[config.mk]
export PLATFORM = sky130hd
export DESIGN_NAME = wb_arbiter
export DESIGN_NICKNAME = d
export VERILOG_FILES = /design/src/rtl/wb_arbiter.sv
export SDC_FILE = /design/constraint.sdc
export NUM_CORES = 1
export LEC_CHECK = 0
export ABC_AREA = 1
export BUFFER_PORTS_ARGS = -buffer_cell sky130_fd_sc_hd__buf_2
export CORE_MARGIN = 1.5
export CORE_UTILIZATION = 55
export CTS_CLUSTER_SIZE = 14
export DETAILED_ROUTE_END_ITERATION = 16
export PLACE_DENSITY = 0.73
export SYNTH_ARGS = -nofsm -noshare
export SYNTH_HDL_FRONTEND = slang
export SYNTH_SLANG_ARGS = --single-unit
[constraint.sdc]
create_clock -name clk -period 4.8 [get_ports clk]
set_input_delay 0 -clock clk [delete_from_list [all_inputs] [get_ports clk]]
set_output_delay 0 -clock clk [all_outputs]
set_load 0.02 [all_outputs]
[src/rtl/wb_arbiter.sv]
// Write-back arbiter: ALU results take the regfile port, loads wait in a FIFO.
// Define WB_BYPASS_EN to let a load with an empty queue skip the FIFO.
module wb_arbiter #(
  parameter int QLOG2 = 2
) (
  input  logic        clk,
  input  logic        rst,
  input  logic        alu_we,
  input  logic [4:0]  alu_addr,
  input  logic [31:0] alu_data,
  input  logic        ld_valid,
  input  logic [4:0]  ld_addr,
  input  logic [31:0] ld_data,
  input  logic [4:0]  q_addr1,
  input  logic [4:0]  q_addr2,
  output logic        busy1,
  output logic        busy2,
  output logic        stall,
  output logic        overflow,
  output logic        rf_we,
  output logic [4:0]  rf_addrw,
  output logic [31:0] rf_wdata
);

  localparam int DEPTH = 1 << QLOG2;
  localparam int PW    = (QLOG2 > 0) ? QLOG2 : 1;
  localparam int CW    = QLOG2 + 1;

  logic [PW-1:0]    head_q, head_d;
  logic [PW-1:0]    tail_q, tail_d;
  logic [CW-1:0]    cnt_q, cnt_d;
  logic [DEPTH-1:0] vld_q, vld_d;
  logic [4:0]       qa_q [DEPTH];
  logic [31:0]      qd_q [DEPTH];
  logic             ovf_q, ovf_d;
  logic             we_q, we_d;
  logic [4:0]       addr_q, addr_d;
  logic [31:0]      data_q, data_d;

  logic alu_ok, ld_ok, empty, full;
  logic pop, push, drop, bypass;

  // Registers 0, 1 and 31 are hardwired in the regfile.
  function automatic logic legal(input logic [4:0] a);
    return !(a == 5'd0 || a == 5'd1 || a == 5'd31);
  endfunction

  function automatic logic [PW-1:0] nxt(input logic [PW-1:0] p);
    return (p == PW'(DEPTH - 1)) ? '0 : p + 1'b1;
  endfunction

  always_comb begin
    alu_ok = alu_we && legal(alu_addr);
    ld_ok  = ld_valid && legal(ld_addr);
    empty  = (cnt_q == '0);
    full   = (cnt_q == CW'(DEPTH));
    pop    = !alu_ok && !empty;
`ifdef WB_BYPASS_EN
    bypass = ld_ok && !alu_ok && empty;
`else
    bypass = 1'b0;
`endif
    push   = ld_ok && !bypass && (!full || pop);
    drop   = ld_ok && !bypass && full && !pop;
  end

  always_comb begin
    vld_d  = vld_q;
    head_d = head_q;
    tail_d = tail_q;
    cnt_d  = cnt_q + CW'(push) - CW'(pop);
    ovf_d  = ovf_q | drop;
    we_d   = 1'b0;
    addr_d = addr_q;
    data_d = data_q;
    // Younger ALU value wins over queued loads to the same register.
    if (alu_ok) begin
      for (int i = 0; i < DEPTH; i++) begin
        if (vld_q[i] && qa_q[i] == alu_addr) vld_d[i] = 1'b0;
      end
    end
    if (pop) begin
      vld_d[head_q] = 1'b0;
      head_d        = nxt(head_q);
    end
    if (push) begin
      vld_d[tail_q] = 1'b1;
      tail_d        = nxt(tail_q);
    end
    unique case (1'b1)
      alu_ok: begin
        we_d   = 1'b1;
        addr_d = alu_addr;
        data_d = alu_data;
      end
      pop: begin
        we_d = vld_q[head_q];
        if (vld_q[head_q]) begin
          addr_d = qa_q[head_q];
          data_d = qd_q[head_q];
        end
      end
      bypass: begin
        we_d   = 1'b1;
        addr_d = ld_addr;
        data_d = ld_data;
      end
      default: ;
    endcase
  end

  always_ff @(posedge clk or posedge rst) begin
    if (rst) begin
      head_q <= '0;
      tail_q <= '0;
      cnt_q  <= '0;
      vld_q  <= '0;
      ovf_q  <= 1'b0;
      we_q   <= 1'b0;
      addr_q <= '0;
      data_q <= '0;
    end else begin
      head_q <= head_d;
      tail_q <= tail_d;
      cnt_q  <= cnt_d;
      vld_q  <= vld_d;
      ovf_q  <= ovf_d;
      we_q   <= we_d;
      addr_q <= addr_d;
      data_q <= data_d;
    end
  end

  always_ff @(posedge clk) begin
    if (push) begin
      qa_q[tail_q] <= ld_addr;
      qd_q[tail_q] <= ld_data;
    end
  end

  always_comb begin
    busy1 = 1'b0;
    busy2 = 1'b0;
    for (int i = 0; i < DEPTH; i++) begin
      if (vld_q[i] && qa_q[i] == q_addr1) busy1 = 1'b1;
      if (vld_q[i] && qa_q[i] == q_addr2) busy2 = 1'b1;
    end
    busy1 = busy1 && legal(q_addr1);
    busy2 = busy2 && legal(q_addr2);
  end

  assign stall    = (cnt_q != '0) && (cnt_q >= CW'(DEPTH - 1));
  assign overflow = ovf_q;
  assign rf_we    = we_q;
  assign rf_addrw = addr_q;
  assign rf_wdata = data_q;

endmodule

==> results of run 1 <==
-- kinds of logic (layout without fill, tap and decap cells) --
group | after synthesis | in the layout
buf+inv | 134 | 328
compound gates | 11 | 11
xor+xnor | 17 | 17
simple gates | 685 | 685
other cells | 0 | 1
fa+ha+maj | 12 | 12
flops | 198 | 198
-- repair_timing --
action                    4_1_cts  5_1_grt
resized for setup               0        0
hold buffers                   73        0
hold endpoints to repair      233        0
-- cells in the final DEF (no fill, tap or decap) --
| cell type | count |
|---|---|
| clkinv_4 | 2 |
| clkbuf_16 | 17 |
| nand2_2 | 6 |
| xnor2_1 | 5 |
| clkbuf_1 | 2 |
| clkinv_1 | 3 |
| nor2_1 | 51 |
| inv_2 | 3 |
| dlygate4sd3_1 | 73 |
| fa_1 | 1 |
| inv_8 | 1 |
| nand3_1 | 176 |
| dfrtp_2 | 1 |
| nand3_4 | 1 |
| a31o_2 | 1 |
| diode_2 | 1 |
| clkinv_8 | 1 |
| clkinvlp_4 | 3 |
| nor2_2 | 3 |
| nor3_1 | 1 |
| nand4_1 | 4 |
| bufinv_16 | 1 |
| buf_2 | 129 |
| ha_1 | 11 |
| inv_4 | 1 |
| dfrtp_1 | 49 |
| nor2_4 | 1 |
| edfxtp_1 | 148 |
| buf_4 | 10 |
| nand2_1 | 441 |
| o21ai_0 | 10 |
| nand3_2 | 1 |
| xor2_1 | 12 |
| inv_6 | 2 |
| inv_1 | 80 |
-- area by class of cell --
| type | instances | share of cell area |
|---|---|---|
| flip-flops and latches | 198 | 0.494 |
| repair buffers | 212 | 0.126 |
| multi-input cells | 725 | 0.279 |
| clock inverters | 13 | 0.0110 |
| inverters | 84 | 0.0276 |
| clock buffers | 19 | 0.0376 |
| well taps | 220 | 0.0239 |
| diodes | 1 | 0.000217 |
-- final timing paths --
kind	endpoint	slack, ps	depth (start not counted)
min in group asynchronous	rf_wdata[15]	300	4
max reg2reg	cnt_q[2]	1750	11
min	rf_addrw[2]	20	5
max in group asynchronous	head_q[0]	4040	4
min reg2reg	rf_wdata[15]	480	2
max	cnt_q[2]	1660	14
-- state kept, by name, summed over array words and instances (netlist names) --
register and cells:
cnt_q 3, head_q 2, overflow 1, qa_q 20, qd_q 128, rf_addrw 5
rf_wdata 32, rf_we 1, tail_q 2, vld_q 4
-- routing by layer --
| layer | global-route usage | part of all wire | up-vias |
|---|---|---|---|
| met2 | 0.405 | 0.44 | 345 |
| met5 | 0 | 0 | - |
| met3 | 0.0634 | 0.098 | 25 |
| li1 | - | - | 3784 |
| met1 | 0.395 | 0.45 | 3496 |
| met4 | 0.0633 | 0.011 | 0 |
-- where the power goes --
group	internal [W]	total (W)	switching (W)
clock	0.000721	0.00136	0.000635
combinational	0.000779	0.00249	0.00171
sequential	0.00232	0.00257	0.000254
-- tightest hold or removal path: cells and delay by family --
kind | cells | cell delay (ps)
AND/OR/NAND/NOR | 3 | 160
buffers and inverters | 2 | 260
-- stage by stage --
| stage | cell area [um^2] | instances | setup slack, ps |
|---|---|---|---|
| 2_1_floorplan | 9510 | 1057 | 2070 |
| 3_3_place_gp | 10200 | 1366 | 1930 |
| 3_5_place_dp | 10200 | 1366 | 1780 |
| 4_1_cts | 11500 | 1471 | 1680 |
| 5_1_grt | 11500 | 1471 | 1410 |
| 6_report | 11500 | 1472 | 1660 |
==> summary.md, run 1 <==
| Metric | Value |
|---|---|
| Vias in the first global route | 7,014 |
| DRC violations left | 0 |
| Final worst-path cycle share | 0.653 |
| Synth Area in Adders | 0.0166 |
| YS warnings | 0 |
| Via count | 7,650 |
| Chip width | 135 um |
| Largest family of logic cells by synthesized area | simple AND/OR/NAND/NOR gates |
| Vias/cell | 5.20 |
| Top_reg_cell synth | edfxtp_1 |
| Required @ worst endpoint | 5140 ps |
| Status | finished, final reports clean |
| Worst Path Max Fanout | 43 |
| Syn Nets | 1,157 |
| Synth Instances | 1,057 |
| Share of cells above drive strength 1 | 0.147 |
| Fin Setup TNS | 0 ps |
| Starting density of the core | 0.568 |
| Delay-heaviest family, CP | simple AND/OR/NAND/NOR gates |
| Total Routing Usage GR | 0.267 |
| Mux cell area share after synthesis | 0 |
| Clock Path Buffers | 2 |
| Multi-input gate area | 3220 um^2 |
| Worst VDD drop | 0.524 mV |
| First-pass GRT wire length | 36.7 mm |
| Top cells by count, synth | 441 x nand2_1, 176 x nand3_1, 148 x edfxtp_1 |
| Layout Area Growth over Synthesis | 21.1% |
| Synth top area cells | edfxtp_1 47%, nand2_1 17%, dfrtp_1 13% |
| Max incr delay on CP | 790 ps |
| Worst slew pin tran | 873 ps |
| Clk sink count | 198 |
| Worst path slowest cell | nand2_2 |
| Largest net degree at the start of global routing | 78 |
| Register Area | 5700 um^2 |
| XOR/XNOR Fraction of Synth Area | 0.0157 |
| Clk_lat worst skew | 450 ps |
| Clock transition at the registers of the reported paths | 70 ps |
| Routed WL | 23.2 mm |
| Iter 0 DRT Violations | 947 |
| DIE AREA | 18,100 um^2 |
| Tmin final | 3140 ps |
| Die Span Y | 135 um |
| Area fraction of the dominant cell type after synthesis | 0.467 |
| Yosys cell types | 24 |
| Most common cell on crit path | inv_1 |
| Hold_sp | alu_addr[2] |
| Number of synthesized flops with an enable pin | 148 |
| Cts bufs inserted | 17 |
| Compound-Gate Fraction of Synth Area | 0.00618 |
| Final Max Slew Viols | 0 |
| Total power | 0.00641 W |
| Syn avg cell area | 9.00 um^2 |
| RSZ-0062 raised after global routing | no |
| CP endpoint kind | flip-flop |
| Critical-path cell list | dlygate4sd3_1, buf_2, nand2_1, inv_1, nand2_2, nand3_4, nand2_2, inv_1, ha_1, inv_1, ha_1, inv_1, fa_1, xnor2_1 |
| Post-synth ARST share | 0.253 |
| Leak | 5.38 nW |
| Clock root buffer | clkbuf_16 |
| Clock skew | 12.2 ps |
| CP arrival | 3470 ps |
| Synth area leader | edfxtp_1 |
| Synthesized area | 9510 um^2 |
| Antenna-violating nets left | 0 |
| Final HPWL DP | 14.5 mm |
| NumNets Final | 1,338 |
| Fmax | 319 MHz |
| # IOs | 130 |
| Core region area | 16,800 um^2 |
| Synthesized flop and latch total | 198 |
| Worst Path Buf+Inv | 6 |
| CTS tree | built |
| Post-CTS setup buffer count | 0 |
| H-tree depth | 4 |
| Crit path kind | input pin to flip-flop |
| Power per Cell Area | 557 nW/um^2 |
| Gr ovfl total | 0 |
| Worst setup startpoint | alu_addr[0] |
| Final setup vio count | 0 |
| Relative slew slack | 0.417 |
| Sequential area share after synthesis | 0.599 |
| Worst reg2reg startpoint | cnt_q[1] |
| Detailed Routing Iterations Pass 1 | 5 |
| Max_cap viols | 0 |
| Most common cell in the netlist | nand2_1 |
| Drt wl/cell | 15.8 um |
| Row Count | 47 |
| Hold_ws | 24.2 ps |
| Crit path launch type | input pin |
| Post-Synth Simple-Gate Area | 0.299 |
| Filler cells | 1,269 |
| GP Congestion | 0.970 |
| Antenna violations before repair | 1 |
| I/O Buffers | 129 |
| Final-report hold violation count | 0 |
| Final core utilization | 0.687 |
| Hold Path Class | input pin to flip-flop |
Note: power is estimated with default switching activity, not from simulation.
==> run 2: changes to the inputs <==
Settings changed: ABC_AREA 1 to 0, CORE_UTILIZATION 55 to 51, PLACE_DENSITY 0.73 to 0.71.
Clock period 4.8 ns to 2.8 ns, I/O delays scaled along.
==> summary.md, run 2 <==
| Metric | Value |
|---|---|
| Required @ worst endpoint | 2800 ps (was 5140 ps) |
| Most flops, register | qd_q (unchanged) |
| Clock Path Buffers | 2 (unchanged) |
| Worst Path Buf+Inv | 1 (was 6) |
| NumNets Final | 832 (was 1,338) |
| Most common cell after layout, fill and taps aside | edfxtp_1 (was nand2_1) |
| Placed insts | 857 (was 1,366) |
| Total Routing Usage GR | 0.239 (was 0.267) |
| Crit path kind | flip-flop to primary output (was input pin to flip-flop) |
| Syn avg cell area | 16.2 um^2 (was 9.00 um^2) |
| Vias/cell | 5.55 (was 5.20) |
| Row Count | 47 (unchanged) |
| Worst slew pin tran | 912 ps (was 873 ps) |
| Tmin final | 2560 ps |
| Clock transition at the registers of the reported paths | 60 ps (was 70 ps) |
| Fin Setup TNS | 0 ps (unchanged) |
| Max_cap viols | 0 (unchanged) |
| Final setup vio count | 0 (unchanged) |
| ANT cells | 0 (was 1) |
| Clock skew | 9.67 ps (was 12.2 ps) |
| Synth Instances | 534 (was 1,057) |
| Hold Path Class | input pin to flip-flop (unchanged) |
| Top cells by count, synth | 148 x edfxtp_1, 50 x dfrtp_1, 45 x nand2_1 (was 441 x nand2_1, 176 x nand3_1, 148 x edfxtp_1) |
| Final-report hold violation count | 0 (unchanged) |
| Clock root buffer | clkbuf_16 (unchanged) |
| CP endpoint kind | primary output (was flip-flop) |
| I/O Buffers | 129 (unchanged) |
| Antenna-violating nets left | 0 (unchanged) |
| Syn Nets | 634 (was 1,157) |
| Synth top area cells | edfxtp_1 51%, dfrtp_1 14%, mux4_2 9.9% (was edfxtp_1 47%, nand2_1 17%, dfrtp_1 13%) |
| Synth area leader | edfxtp_1 (unchanged) |
| Drt wl/cell | 20.5 um (was 15.8 um) |
| CP arrival | 2560 ps (was 3470 ps) |
| Levels on crit path | 6 (was 14) |
| Area of placed instances | 9530 um^2 (was 10,200 um^2) |
| Crit path launch type | flip-flop (was input pin) |
| Via count | 5,353 (was 7,650) |
| Critical-path cell list | xor2_1, nor4_1, nand3_1, and4_1, a311oi_1, buf_2 (was dlygate4sd3_1, buf_2, nand2_1, inv_1, nand2_2, nand3_4, nand2_2, inv_1, ha_1, inv_1, ha_1, inv_1, fa_1, xnor2_1) |
| Final Max Slew Viols | 0 (unchanged) |
| CTS tree | built (unchanged) |
| Post-synth ARST share | 0.253 (unchanged) |
| H-tree depth | 4 (unchanged) |
| Final worst-path cycle share | 0.916 |
| Final setup margin | 236 ps (was 1660 ps) |
| Yosys cell types | 40 (was 24) |
| Area fraction of the dominant cell type after synthesis | 0.512 (was 0.467) |
| DIE AREA | 17,800 um^2 (was 18,100 um^2) |
| Final Non-Filler Cells | 965 (was 1,472) |
| Starting density of the core | 0.523 (was 0.568) |
| Fmax | 390 MHz |
| Delay-heaviest family, CP | simple AND/OR/NAND/NOR gates (unchanged) |
| Clk sink count | 198 (unchanged) |
| Power per Cell Area | 982 nW/um^2 (was 557 nW/um^2) |
| Clk_lat worst skew | 420 ps (was 450 ps) |
| Max incr delay on CP | 600 ps (was 790 ps) |
| Place WS | 520 ps (was 1780 ps) |
| Cts bufs inserted | 17 (unchanged) |
| Most common cell in the netlist | edfxtp_1 (was nand2_1) |
| Chip width | 133 um (was 135 um) |
| RSZ-0062 raised after global routing | no (unchanged) |
| Synthesized area | 8670 um^2 (was 9510 um^2) |
| Top_reg_cell synth | edfxtp_1 (unchanged) |
| Relative slew slack | 0.392 (was 0.417) |
| Leak | 4.24 nW (was 5.38 nW) |
| Iter 0 DRT Violations | 356 (was 947) |
| Worst VDD drop | 0.601 mV (was 0.524 mV) |
| Antenna violations before repair | 0 (was 1) |
| GP Congestion | 0.886 (was 0.970) |
| Gr ovfl total | 0 (unchanged) |
| Worst path slowest cell | nor4_1 (was nand2_2) |
| Worst Path Max Fanout | 4 (was 43) |
| Status | finished, final reports clean (unchanged) |
| Die Span Y | 133 um (was 135 um) |
| Vias in the first global route | 5,737 (was 7,014) |
| Share of cells above drive strength 1 | 0.294 (was 0.147) |
| Final HPWL DP | 12.0 mm (was 14.5 mm) |
| Detailed Routing Iterations Pass 1 | 5 (unchanged) |
| Sequential area share after synthesis | 0.657 (was 0.599) |
| Most frequent cells in the layout | 148 x edfxtp_1, 129 x buf_2, 76 x dlygate4sd3_1, 48 x dfrtp_1, 45 x nand2_1 (was 441 x nand2_1, 176 x nand3_1, 148 x edfxtp_1, 129 x buf_2, 80 x inv_1) |
| Hold_ws | 34.5 ps (was 24.2 ps) |
| R2R cell count | 10 (was 11) |
| YS warnings | 0 (unchanged) |
| DRC violations left | 0 (unchanged) |
| Final instance area | 10,900 um^2 (was 11,500 um^2) |
| Largest net degree at the start of global routing | 56 (was 78) |
| Synthesized flop and latch total | 198 (unchanged) |
| # IOs | 130 (unchanged) |
| Post-CTS setup buffer count | 0 (unchanged) |
| Number of synthesized flops with an enable pin | 148 (unchanged) |
| Routed WL | 19.8 mm (was 23.2 mm) |
| First-pass GRT wire length | 31.3 mm (was 36.7 mm) |
| Layout Area Growth over Synthesis | 25.1% (was 21.1%) |
| Hold depth | 5 (unchanged) |
| Max reg flops | 128 (unchanged) |
| Core region area | 16,600 um^2 (was 16,800 um^2) |
[run 2: path summary, 6_finish.rpt]
check | from | slack [ps] | to
min in group asynchronous | rst | 250 | rf_wdata[30]
max reg2reg | cnt_q[1] | 590 | cnt_q[1]
min | alu_we | 30 | overflow
max | qa_q[3][3] | 240 | busy2
min reg2reg | overflow | 540 | overflow
max in group asynchronous | rst | 1720 | rf_wdata[12]
[run 2: area by class of cell]
type                       instances  area (um^2)
clock buffer                      25          497
clock inverter                     7         67.6
fill                            1172         5730
inverter                          10         37.5
multi-input combinational        290         2730
sequential                       198         5700
tap                              220          275
timing repair buffer             215         1540
[run 2: cells by family after synthesis]
family                   Yosys count  share of synthesized area
AO/OA/AOI/OAI                     52                     0.0394
buffers and inverters             46                     0.0299
XOR/XNOR                          61                     0.0616
flip-flops                       198                      0.657
multiplexers                      77                      0.144
AND/OR/NAND/NOR                   88                     0.0498
adder cells (fa/ha/maj)           12                     0.0182
[run 2: timing repair]
action,CTS,global route
hold buffers,76,0
endpoints found under the hold margin,215,0
gates resized for setup,0,0
[run 2: stage by stage]
stage                     power [W]   util
final                        0.0107  0.654
after global routing         0.0112  0.654
after CTS                    0.0107  0.654
after detailed placement    0.00830  0.574
after global placement      0.00819  0.574
after floorplan             0.00720      -
[run 2: where the power goes]
part	switching, W	internal (W)	total, W	leakage (nW)
registers	0.000416	0.00397	0.00438	1.95
clock network	0.00100	0.00133	0.00233	0.281
logic	0.00219	0.00176	0.00394	2.01
[run 2: routing by layer]
metal  GRT usage  vias up  wire length, um
met1       0.298     2705             7950
met2       0.406      192            10100
met5           0        -                0
met3      0.0479       44             1090
li1            -     2412                -
met4       0.104        0              668
[run 2: worst min-delay path, stage by stage]
cell      delay (ps)
buf_2            130
o41ai_4           60
a31oi_4           40
nand3_1          100
o21bai_1          70
